[src/rtl/systolic_pkg.sv]
// +----------------------------------------------------------------------------+
// | systolic_pkg : shared constants, FSM states and helpers for the feeder     |
// | Rev 1.0                                                                    |
// +----------------------------------------------------------------------------+
`default_nettype none

package systolic_pkg;

    localparam int          DEF_N     = 4;
    localparam int          DEF_DW    = 32;
    localparam logic [31:0] FP_ZERO   = 32'h0;
    localparam int          FEED_LEN  = 3 * DEF_N - 2;
    localparam int          DRAIN_LEN = 2;

    typedef enum logic [2:0] {
        IDLE  = 3'd0,
        CLEAR = 3'd1,
        FEED  = 3'd2,
        DRAIN = 3'd3,
        DONE  = 3'd4
    } state_e;

    function automatic int feed_len(input int n);
        return 3 * n - 2;
    endfunction

endpackage

`default_nettype wire

[src/rtl/systolic_feeder_if.sv]
// +----------------------------------------------------------------------------+
// | systolic_feeder_if : host load/start bus and PE operand/control outputs    |
// | Rev 1.0                                                                    |
// +----------------------------------------------------------------------------+
`default_nettype none

interface systolic_feeder_if
    import systolic_pkg::*;
#(
    parameter int N  = DEF_N,
    parameter int DW = DEF_DW
);

    logic            load_valid;
    logic            load_ready;
    logic            load_sel;
    logic [DW-1:0]   load_data;
    logic            start;
    logic            busy;
    logic            done;
    logic [N*DW-1:0] a_feed;
    logic [N*DW-1:0] b_feed;
    logic            en_mult;
    logic            clr_mult;
    logic            en_accum;
    logic            clr_accum;

    modport master (
        output load_valid, load_sel, load_data, start,
        input  load_ready, busy, done, a_feed, b_feed,
               en_mult, clr_mult, en_accum, clr_accum
    );

    modport slave (
        input  load_valid, load_sel, load_data, start,
        output load_ready, busy, done, a_feed, b_feed,
               en_mult, clr_mult, en_accum, clr_accum
    );

endinterface

`default_nettype wire

[src/rtl/feeder_lane.sv]
// +----------------------------------------------------------------------------+
// | feeder_lane : picks element t-IDX of one row/column, zero outside window   |
// | Rev 1.0                                                                    |
// +----------------------------------------------------------------------------+
`default_nettype none

module feeder_lane
    import systolic_pkg::*;
#(
    parameter int N   = DEF_N,
    parameter int DW  = DEF_DW,
    parameter int IDX = 0,
    parameter int TW  = 4
) (
    input  logic [TW-1:0] t,
    input  logic [DW-1:0] elems [N],
    output logic [DW-1:0] data
);

    always_comb begin
        data = DW'(FP_ZERO);
        for (int k = 0; k < N; k++) begin
            if (int'(t) == IDX + k) begin
                data = elems[k];
            end
        end
    end

endmodule

`default_nettype wire

[src/rtl/systolic_feeder.sv]
// +----------------------------------------------------------------------------+
// | systolic_feeder : buffers A/B, skews them into the array, sequences PEs    |
// | Rev 1.0                                                                    |
// +----------------------------------------------------------------------------+
`default_nettype none

module systolic_feeder
    import systolic_pkg::*;
#(
    parameter int N  = DEF_N,
    parameter int DW = DEF_DW
) (
    input  logic              clk,
    input  logic              rst_n,
    systolic_feeder_if.slave  bus
);

    localparam int C_NN    = N * N;
    localparam int C_PW    = $clog2(C_NN);
    localparam int C_CW    = $clog2(C_NN + 1);
    localparam int C_FLEN  = feed_len(N);
    localparam int C_TW    = $clog2(C_FLEN + 1);

    state_e            r_state;
    state_e            w_state_nxt;
    logic [C_TW-1:0]   r_cnt;
    logic [C_TW-1:0]   w_cnt_nxt;

    logic [DW-1:0]     r_a [C_NN];
    logic [DW-1:0]     r_b [C_NN];
    logic [C_PW-1:0]   r_a_ptr;
    logic [C_PW-1:0]   r_b_ptr;
    logic [C_CW-1:0]   r_a_fill;
    logic [C_CW-1:0]   r_b_fill;

    logic [N*DW-1:0]   r_a_feed;
    logic [N*DW-1:0]   r_b_feed;
    logic [N*DW-1:0]   w_a_feed_nxt;
    logic [N*DW-1:0]   w_b_feed_nxt;

    logic              w_load;
    logic              w_full;

    assign w_load = bus.load_valid && bus.load_ready;
    // Uses registered counts, so a load in the start cycle cannot complete the fill
    assign w_full = (r_a_fill == C_CW'(C_NN)) && (r_b_fill == C_CW'(C_NN));

    always_ff @(posedge clk or negedge rst_n) begin
        if (!rst_n) begin
            r_state <= IDLE;
            r_cnt   <= '0;
        end else begin
            r_state <= w_state_nxt;
            r_cnt   <= w_cnt_nxt;
        end
    end

    always_comb begin
        w_state_nxt = r_state;
        w_cnt_nxt   = r_cnt;
        case (r_state)
            IDLE: begin
                if (bus.start && w_full) begin
                    w_state_nxt = CLEAR;
                    w_cnt_nxt   = '0;
                end
            end
            CLEAR: begin
                w_state_nxt = FEED;
                w_cnt_nxt   = '0;
            end
            FEED: begin
                if (r_cnt == C_TW'(C_FLEN - 1)) begin
                    w_state_nxt = DRAIN;
                    w_cnt_nxt   = '0;
                end else begin
                    w_cnt_nxt   = r_cnt + C_TW'(1);
                end
            end
            DRAIN: begin
                if (r_cnt == C_TW'(DRAIN_LEN - 1)) begin
                    w_state_nxt = DONE;
                    w_cnt_nxt   = '0;
                end else begin
                    w_cnt_nxt   = r_cnt + C_TW'(1);
                end
            end
            DONE: begin
                w_state_nxt = IDLE;
                w_cnt_nxt   = '0;
            end
            default: begin
                w_state_nxt = IDLE;
                w_cnt_nxt   = '0;
            end
        endcase
    end

    always_ff @(posedge clk or negedge rst_n) begin
        if (!rst_n) begin
            for (int k = 0; k < C_NN; k++) begin
                r_a[k] <= '0;
                r_b[k] <= '0;
            end
            r_a_ptr  <= '0;
            r_b_ptr  <= '0;
            r_a_fill <= '0;
            r_b_fill <= '0;
        end else if (w_load) begin
            if (!bus.load_sel) begin
                r_a[r_a_ptr] <= bus.load_data;
                r_a_ptr      <= (r_a_ptr == C_PW'(C_NN - 1)) ? '0 : r_a_ptr + C_PW'(1);
                if (r_a_fill != C_CW'(C_NN)) r_a_fill <= r_a_fill + C_CW'(1);
            end else begin
                r_b[r_b_ptr] <= bus.load_data;
                r_b_ptr      <= (r_b_ptr == C_PW'(C_NN - 1)) ? '0 : r_b_ptr + C_PW'(1);
                if (r_b_fill != C_CW'(C_NN)) r_b_fill <= r_b_fill + C_CW'(1);
            end
        end
    end

    // Lanes look one cycle ahead so the registered feed holds the value for t
    for (genvar gi = 0; gi < N; gi++) begin : g_lane
        logic [DW-1:0] w_a_elems [N];
        logic [DW-1:0] w_b_elems [N];
        logic [DW-1:0] w_a_out;
        logic [DW-1:0] w_b_out;

        for (genvar gk = 0; gk < N; gk++) begin : g_elem
            assign w_a_elems[gk] = r_a[gi * N + gk];
            assign w_b_elems[gk] = r_b[gk * N + gi];
        end

        feeder_lane #(.N(N), .DW(DW), .IDX(gi), .TW(C_TW)) u_a_lane (
            .t     (w_cnt_nxt),
            .elems (w_a_elems),
            .data  (w_a_out)
        );

        feeder_lane #(.N(N), .DW(DW), .IDX(gi), .TW(C_TW)) u_b_lane (
            .t     (w_cnt_nxt),
            .elems (w_b_elems),
            .data  (w_b_out)
        );

        assign w_a_feed_nxt[gi*DW +: DW] = (w_state_nxt == FEED) ? w_a_out : '0;
        assign w_b_feed_nxt[gi*DW +: DW] = (w_state_nxt == FEED) ? w_b_out : '0;
    end

    always_ff @(posedge clk or negedge rst_n) begin
        if (!rst_n) begin
            r_a_feed <= '0;
            r_b_feed <= '0;
        end else begin
            r_a_feed <= w_a_feed_nxt;
            r_b_feed <= w_b_feed_nxt;
        end
    end

    assign bus.load_ready = (r_state == IDLE);
    assign bus.busy       = (r_state == CLEAR) || (r_state == FEED) || (r_state == DRAIN);
    assign bus.done       = (r_state == DONE);
    assign bus.a_feed     = r_a_feed;
    assign bus.b_feed     = r_b_feed;
    assign bus.en_mult    = (r_state == FEED);
    assign bus.clr_mult   = (r_state == CLEAR);
    assign bus.clr_accum  = (r_state == CLEAR);
    // Accumulate trails multiply by one cycle to cover the multiplier register
    assign bus.en_accum   = ((r_state == FEED) && (r_cnt != '0)) ||
                            ((r_state == DRAIN) && (r_cnt == '0));

endmodule

`default_nettype wire

[src/flat_wrapper.sv]
// flat-port wrapper written by rule: the top's interface ports become plain ports
module systolic_feeder_flat import systolic_pkg::*;
#(
    parameter int N  = DEF_N,
    parameter int DW = DEF_DW
)
  (clk, rst_n, bus_load_valid, bus_load_sel, bus_load_data, bus_start, bus_load_ready, bus_busy, bus_done, bus_a_feed, bus_b_feed, bus_en_mult, bus_clr_mult, bus_en_accum, bus_clr_accum);
  systolic_feeder_if #(.N(N), .DW(DW)) bus_i ();
  input  logic clk;
  input  logic rst_n;
  input wire logic [$bits(bus_i.load_valid)-1:0] bus_load_valid;
  input wire logic [$bits(bus_i.load_sel)-1:0] bus_load_sel;
  input wire logic [$bits(bus_i.load_data)-1:0] bus_load_data;
  input wire logic [$bits(bus_i.start)-1:0] bus_start;
  output wire logic [$bits(bus_i.load_ready)-1:0] bus_load_ready;
  output wire logic [$bits(bus_i.busy)-1:0] bus_busy;
  output wire logic [$bits(bus_i.done)-1:0] bus_done;
  output wire logic [$bits(bus_i.a_feed)-1:0] bus_a_feed;
  output wire logic [$bits(bus_i.b_feed)-1:0] bus_b_feed;
  output wire logic [$bits(bus_i.en_mult)-1:0] bus_en_mult;
  output wire logic [$bits(bus_i.clr_mult)-1:0] bus_clr_mult;
  output wire logic [$bits(bus_i.en_accum)-1:0] bus_en_accum;
  output wire logic [$bits(bus_i.clr_accum)-1:0] bus_clr_accum;
  assign bus_i.load_valid = bus_load_valid;
  assign bus_i.load_sel = bus_load_sel;
  assign bus_i.load_data = bus_load_data;
  assign bus_i.start = bus_start;
  assign bus_load_ready = bus_i.load_ready;
  assign bus_busy = bus_i.busy;
  assign bus_done = bus_i.done;
  assign bus_a_feed = bus_i.a_feed;
  assign bus_b_feed = bus_i.b_feed;
  assign bus_en_mult = bus_i.en_mult;
  assign bus_clr_mult = bus_i.clr_mult;
  assign bus_en_accum = bus_i.en_accum;
  assign bus_clr_accum = bus_i.clr_accum;
  systolic_feeder #(.N(N), .DW(DW)) u_core (.clk(clk), .rst_n(rst_n), .bus(bus_i));
endmodule
[config.mk]
export PLATFORM = sky130hd
export DESIGN_NAME = systolic_feeder_flat
export DESIGN_NICKNAME = d
export VERILOG_FILES = /design/src/rtl/systolic_pkg.sv /design/src/rtl/systolic_feeder_if.sv /design/src/rtl/feeder_lane.sv /design/src/rtl/systolic_feeder.sv /design/src/flat_wrapper.sv
export SDC_FILE = /design/constraint.sdc
export NUM_CORES = 2
export LEC_CHECK = 0
export CAP_MARGIN = 20
export CORE_MARGIN = 5
export CORE_UTILIZATION = 45
export DETAILED_ROUTE_END_ITERATION = 8
export HOLD_SLACK_MARGIN = 0.06
export MAX_ROUTING_LAYER = met4
export PLACE_DENSITY = 0.66
export REMOVE_ABC_BUFFERS = 1
export SYNTH_ARGS = -nofsm -noshare
export SYNTH_HDL_FRONTEND = slang
export SYNTH_SLANG_ARGS = --single-unit
[constraint.sdc]
create_clock -name clk -period 3.1 [get_ports clk]
set_input_delay 0.465 -clock clk [delete_from_list [all_inputs] [get_ports clk]]
set_output_delay 0.465 -clock clk [all_outputs]
set_load 0.02 [all_outputs]
# Word level (Yosys, flattened, before mapping)
# Index checks and enable logic that the tools add are counted.
[totals] reg_bits=1305 out_inout_bits=263
[op_classes] bitwise_logic=3 muxes=56 n_lt_le_gt_ge=4 n_reduce_logical=18 add_sub_neg=5 n_eq_ne=19
[op_table] cell="2-to-1 mux 32 bit" count=42
[op_table] cell="bitwise mux 512 bit" count=2
[op_table] cell="demux 32 bit (select 4 bit)" count=2
[op_table] cell="== test 4 bit (second input constant)" count=6
[op_table] cell="2-to-1 mux 4 bit" count=5
[op_table] cell="adder 4 x 1 -> 4 bit (second input constant)" count=3
[op_table] cell="one-hot mux 3 bit (4 select lines)" count=1
[op_table] cell="one-hot mux 4 bit (3 select lines)" count=1
[op_table] cell="adder 5 x 1 -> 5 bit (second input constant)" count=2
[op_table] cell="== test 5 bit (second input constant)" count=2
[op_table] cell=">= comparator 5 bit (second input constant)" count=2
[op_table] cell="< comparator 5 x 1 -> 1 bit (second input constant)" count=2
[op_table] cell="!= test 5 bit (second input constant)" count=2
[op_table] cell="inverter 4 -> 5 bit" count=2
[op_table] cell="== test 3 x 2 -> 1 bit (second input constant)" count=3
[op_table] cell="2-to-1 mux 3 bit" count=3
[op_table] cell="== test 4 x 3 -> 1 bit (second input constant)" count=2
[op_table] cell="zero test 4 bit" count=2
[op_table] cell="logical AND 1 bit" count=7
[op_table] cell="AND reduction 3 bit" count=2
[op_table] cell="== test 4 x 1 -> 1 bit (second input constant)" count=1
[op_table] cell="== test 4 x 2 -> 1 bit (second input constant)" count=1
[op_table] cell="AND reduction 2 bit" count=2
[op_table] cell="nonzero test 4 bit" count=1
[op_table] cell="5 further kinds" count=7

# Logic depth before layout (Yosys ltp)
[depth] word_depth=11 mapped_depth=11 ltp_nobuf=9

# Cells and area by module
# Synthesis repeated with hierarchy kept, for this count alone.
[hier_totals] cells_unflattened=3993 area_unflattened_um2=55493.2
[by_module_without_submodules] mod="systolic_feeder" cells_each=2973 instances=1 area_each_um2=47911.0
[by_module_without_submodules] mod="feeder_lane (u_core.g_lane[0].u_a_lane ...)" cells_each=113 instances=4 area_each_um2=970.9
[by_module_without_submodules] mod="feeder_lane (u_core.g_lane[3].u_a_lane ...)" cells_each=133 instances=2 area_each_um2=977.2
[by_module_without_submodules] mod="feeder_lane (u_core.g_lane[1].u_a_lane ...)" cells_each=151 instances=2 area_each_um2=872.1

# Least setup slack after synthesis
# OpenSTA, ideal clock, no wires.
[synth_path] kind="flip-flop to flip-flop" from="register u_core.r_state[0]" to="register u_core.r_b (netlist bit u_core.g_lane[2].w_b_elems[65])" setup_time_ps=125 path_buffers=4 path_slack_ps=565 stages_incl_launch_ff=10 arrival_ps=2410 path_cell_list="dfrtp_1 > buf_2 > or3_4 > inv_1 > and3_1 > clkbuf_1 > buf_2 > nand4b_1 > clkbuf_1 > mux2_2"
[synth_via] elab_chain_cells=3
[synth_rtl] element="from (decl)" line_no="systolic_feeder.sv:24" source="state_e r_state;"
[synth_rtl] element="from (signal assigned)" line_no="systolic_feeder.sv:53" source="r_state <= w_state_nxt;"
[synth_rtl] element="zero test 3 bit" line_no="systolic_feeder.sv:160" source="assign bus.load_ready = (r_state == IDLE);"
[synth_rtl] element="named net bus_load_ready" line_no="flat_wrapper.sv:15" source="output wire logic [$bits(bus_i.load_ready)-1:0] bus_load_ready;"
[synth_rtl] element="logical AND 1 bit" line_no="systolic_feeder.sv:44" source="assign w_load = bus.load_valid && bus.load_ready;"
[synth_rtl] element="AND reduction 2 bit (no source line)"
[synth_rtl] element="to (signal, indexed assignment)" line_no="systolic_feeder.sv:115" source="r_b[r_b_ptr] <= bus.load_data;"
[synth_rtl] element="to (decl)" line_no="systolic_feeder.sv:30" source="logic [DW-1:0] r_b [C_NN];"
# The timed path passes the listed nets, and every way through them passes these cells.
# A chain may end at the register's enable or synchronous reset.

# Worst setup path after layout
[layout_path] from="register u_core.r_cnt[0]" to="output port bus_en_accum"
[layout_via] elab_chain_cells=3 word_cells_on_any_way=5
[layout_rtl] element="from (decl)" line_no="systolic_feeder.sv:26" source="logic [C_TW-1:0] r_cnt;"
[layout_rtl] element="from (signal assigned)" line_no="systolic_feeder.sv:54" source="r_cnt <= w_cnt_nxt;"
[layout_rtl] element="nonzero test 4 bit or zero test 4 bit (tied branches)" line_no="systolic_feeder.sv:169, systolic_feeder.sv:170"
[layout_rtl] element="logical AND 1 bit (on tied branches)" line_no="systolic_feeder.sv:169, systolic_feeder.sv:170"
[layout_rtl] element="logical OR 1 bit (*)" line_no="systolic_feeder.sv:169" source="assign bus.en_accum = ((r_state == FEED) && (r_cnt != '0)) ||"
[layout_rtl] element="to (decl)" line_no="flat_wrapper.sv:22" source="output wire logic [$bits(bus_i.en_accum)-1:0] bus_en_accum;"
# Every way passes the cells marked *; elsewhere a longest branch is shown, timed or not.

==> metrics.txt <==
status=finished clean; routability cong.=0.7753; register area share after synthesis=0.6015; Layout area overhead=18.53%; DRC viols=0; Final Hold Fails=0; vias after detailed routing=34.77k; critical path class=reg -> out; count leader, synth=dfrtp_1; CTS tree=done; critical-path cell list=inv_1 > ha_1 > nand2_1 > xnor2_1 > nor2_1 > clkdlybuf4s50_1; start point of the critical path=u_core.r_cnt[0]$_DFF_PN0_; Non-Filler Instances=roughly 6.1k; Antenna Violating Nets Remaining=0; post-synthesis adder-cell area fraction=0.003457; Post-synth top cells=dfrtp_1 (1305), mux2_2 (1007), clkbuf_1 (283); Die Ht=357.3 µm; Final setup viols=0; I/O Buffers=299; Longest Clk Path Bufs=3; Post-DP HPWL=84.69 mm; final core occ=0.5371; remaining global-route overflow=0; Final min period=between 3 and 4 ns; Die ar.=between 0.1 and 0.15 mm²; dpl cells=5826; synthesized instance count=4165; RR Startpoint=u_core.r_cnt[1]$_DFF_PN0_; total of max-cap violations=0; antenna violations before repair=7; H-Tree Depth=4; nets@finish=4410; Worst Path Required=2.63 ns; per-cell routed wire length=24.68 µm; share of layout cells above drive strength 1=0.3219; kind of end point of the critical path=output port; global-route wire length before repair=229.4 mm; TritonRoute pass-1 iters=7; io pins=300; Post-Syn Area per Cell=13.04 µm²; drt total wl=150.4 mm; RSZ-0062 raised after global routing=yes; Site Rows=127; drt initial violations=2370; Max Slew Vio Count=0; Initial Util=0.4531; crit start category=register; Buf/Inv on CP=2; Fmax=0.3282 GHz; Post-Synth Simple-Gate Area=0.05635; compound-cell area share of the yosys netlist=0.07124; largest net degree at the start of global routing=102; CTS Buf Count=140; CTS root buf=clkbuf_16; stages on the worst setup path=6; Relative slew margins=0.2743; Critical Path Sink=bus_en_accum; clk slew on worst S/H paths=0.06 ns; vias in the first global route=between 30k and 40k; Clk Latency, worst-skew pair=about 0.76 ns; placeable core area=0.1198 mm²; arrival time worst endpoint=around 2.6 ns; die width=357.3 µm; static leakage=0.03037 µW; Final Skew=0.02717 ns; share of the synthesized area in the top cell type=0.6015; Post-synth EDFFs=0; final period utilization=0.9829; Reg-to-Reg End=u_core.bus.b_feed[4]$_DFF_PN0_; Via-to-Cell Ratio=5.708; library cells used by synthesis=49; Top FF cell, synth=dfrtp_1; Crit-path slowest cell=clkdlybuf4s50_1; worst hold path type=in -> async; register bit total from synthesis=1305; proportion of synthesized area in mux cells=0.2360; Total GRT Usage=0.2435; Largest delay share family, worst path=buffers and inverters; largest family of logic cells by synthesized area=multiplexers; Max IR drop VDD=0.0006349 V; CP max stage delay=0.68 ns; Synth area leaders=dfrtp_1 (60%), mux2_2 (21%), mux2i_1 (2.3%); dominant cell type by area after synthesis=dfrtp_1; Synth Area in XOR/XNOR=0.001936; asr flop ratio synth=1.000; clock sinks=1305; Syn Std Cell Area=0.05429 mm²; total power=50740 µW; register-to-register setup slack=approximately 0.24 ns; Worst Path Max Fanout=5; worst reg-to-reg path cell count=10; power density over cell area=788.5 mW/mm²; Synth Warn #=0; Worst-Margin Slew=1.089 ns
-- cell type report --
type / instances / area [µm²]
clock inverters: 36 / 465.4
well taps: 1612 / 2017
flip-flops and latches: 1305 / 32660
diodes: 8 / 20.02
multi-input cells: 2460 / 20250
repair buffers: 432 / 4619
fillers: 10200 / 55460
clock buffers: 219 / 4253
inverters: 19 / 76.32
-- worst min-delay path by stage --
stage,end,slack (ns),cells past startpoint,startpoint
6_report,u_core.bus.a_feed[88]$_DFF_PN0_,0.29,2,rst_n
5_1_grt,u_core.bus.a_feed[88]$_DFF_PN0_,0.30,2,rst_n
4_1_cts,u_core.bus.a_feed[88]$_DFF_PN0_,0.26,2,rst_n
3_5_place_dp,u_core.bus.a_feed[88]$_DFF_PN0_,0.41,1,rst_n
3_3_place_gp,u_core.bus.a_feed[88]$_DFF_PN0_,0.41,1,rst_n
2_1_floorplan,u_core.bus.a_feed[0]$_DFF_PN0_,0.17,0,rst_n
-- state kept, by name, summed over array words and instances (netlist names) --
| name | cells |
|---|---|
| u_core.bus.a_feed | 128 |
| u_core.bus.b_feed | 128 |
| u_core.g_lane.w_a_elems | 512 |
| u_core.g_lane.w_b_elems | 512 |
| u_core.r_a_fill | 5 |
| u_core.r_a_ptr | 4 |
| u_core.r_b_fill | 5 |
| u_core.r_b_ptr | 4 |
| u_core.r_cnt | 4 |
| u_core.r_state | 3 |
-- routing by layer --
metal	share of wire	up-vias	track usage	routed length (µm)
met4	0.025	0	0.06807	3793
li1	-	15200	-	-
met3	0.051	210	0.04018	7606
met5	0	-	-	0
met2	0.46	823	0.3720	69760
met1	0.46	18540	0.3402	69190
-- where the power goes --
group / leakage [µW] / internal [µW] / switching [µW]
combinational: 0.0107 / 5350 / 3440
sequential: 0.0174 / 22400 / 2690
clock: 0.00231 / 9910 / 6970
total: 0.0304 / 37700 / 13100
-- kinds of logic (layout without fill, tap and decap cells) --
kind of cell / Yosys count / count (layout)
multiplexers: 1152 / 1152
AO/OA/AOI/OAI: 600 / 600
buffers and inverters: 401 / 706
adder cells (fa/ha/maj): 15 / 15
AND/OR/NAND/NOR: 680 / 681
flip-flops: 1305 / 1305
XOR/XNOR: 12 / 12
other: 0 / 8
-- layout by cell type (no fill, tap or decap), types with 17 or more instances in the layout --
master / instances
a21o_1: 65
a21oi_1: 131
a2bb2oi_1: 63
and3_1: 66
buf_12: 61
buf_2: 31
buf_4: 71
clkbuf_1: 36
clkbuf_16: 142
clkbuf_8: 41
clkdlybuf4s50_1: 267
dfrtp_1: 1305
mux2_1: 18
mux2_2: 1007
mux2i_1: 127
nand2_1: 273
nand3_2: 22
nand4_1: 17
nor2_1: 200
nor4_1: 63
o21ai_0: 198
o22ai_1: 64
o311a_1: 64
-- worst reg2reg max path, stage by stage (launching register included) --
cell     delay [ns]
dfrtp_1        0.40
inv_1          0.13
ha_1           0.19
nor2b_1        0.29
a211o_1        0.24
and2_4         0.34
inv_6          0.11
nand4_1        0.16
buf_12         0.35
nor2_1         0.12
nor4_2         0.40
-- through the flow --
step	worst slack [ns]	hold WS, ns	TNS [ns]	instance area, µm²
global route	-0.03578	0.3023	-0.07070	64340
CTS	0.02534	0.2614	0	64310
global placement	0.05559	0.4081	0	59580
finish	0.05308	0.2891	0	64350
floorplan	-5.858	0.1694	-1481.88	52760
detailed placement	0.02979	0.4085	0	59580
-- timing repair --
item                                    4_1_cts  5_1_grt
hold endpoints to repair                    182        0
cloned                                        0        1
gates resized for setup                       1        2
buffers inserted                              0        0
hold buffers                                  1        0
endpoints found under the setup margin        2        5
Power figures use the tool's default switching activity.
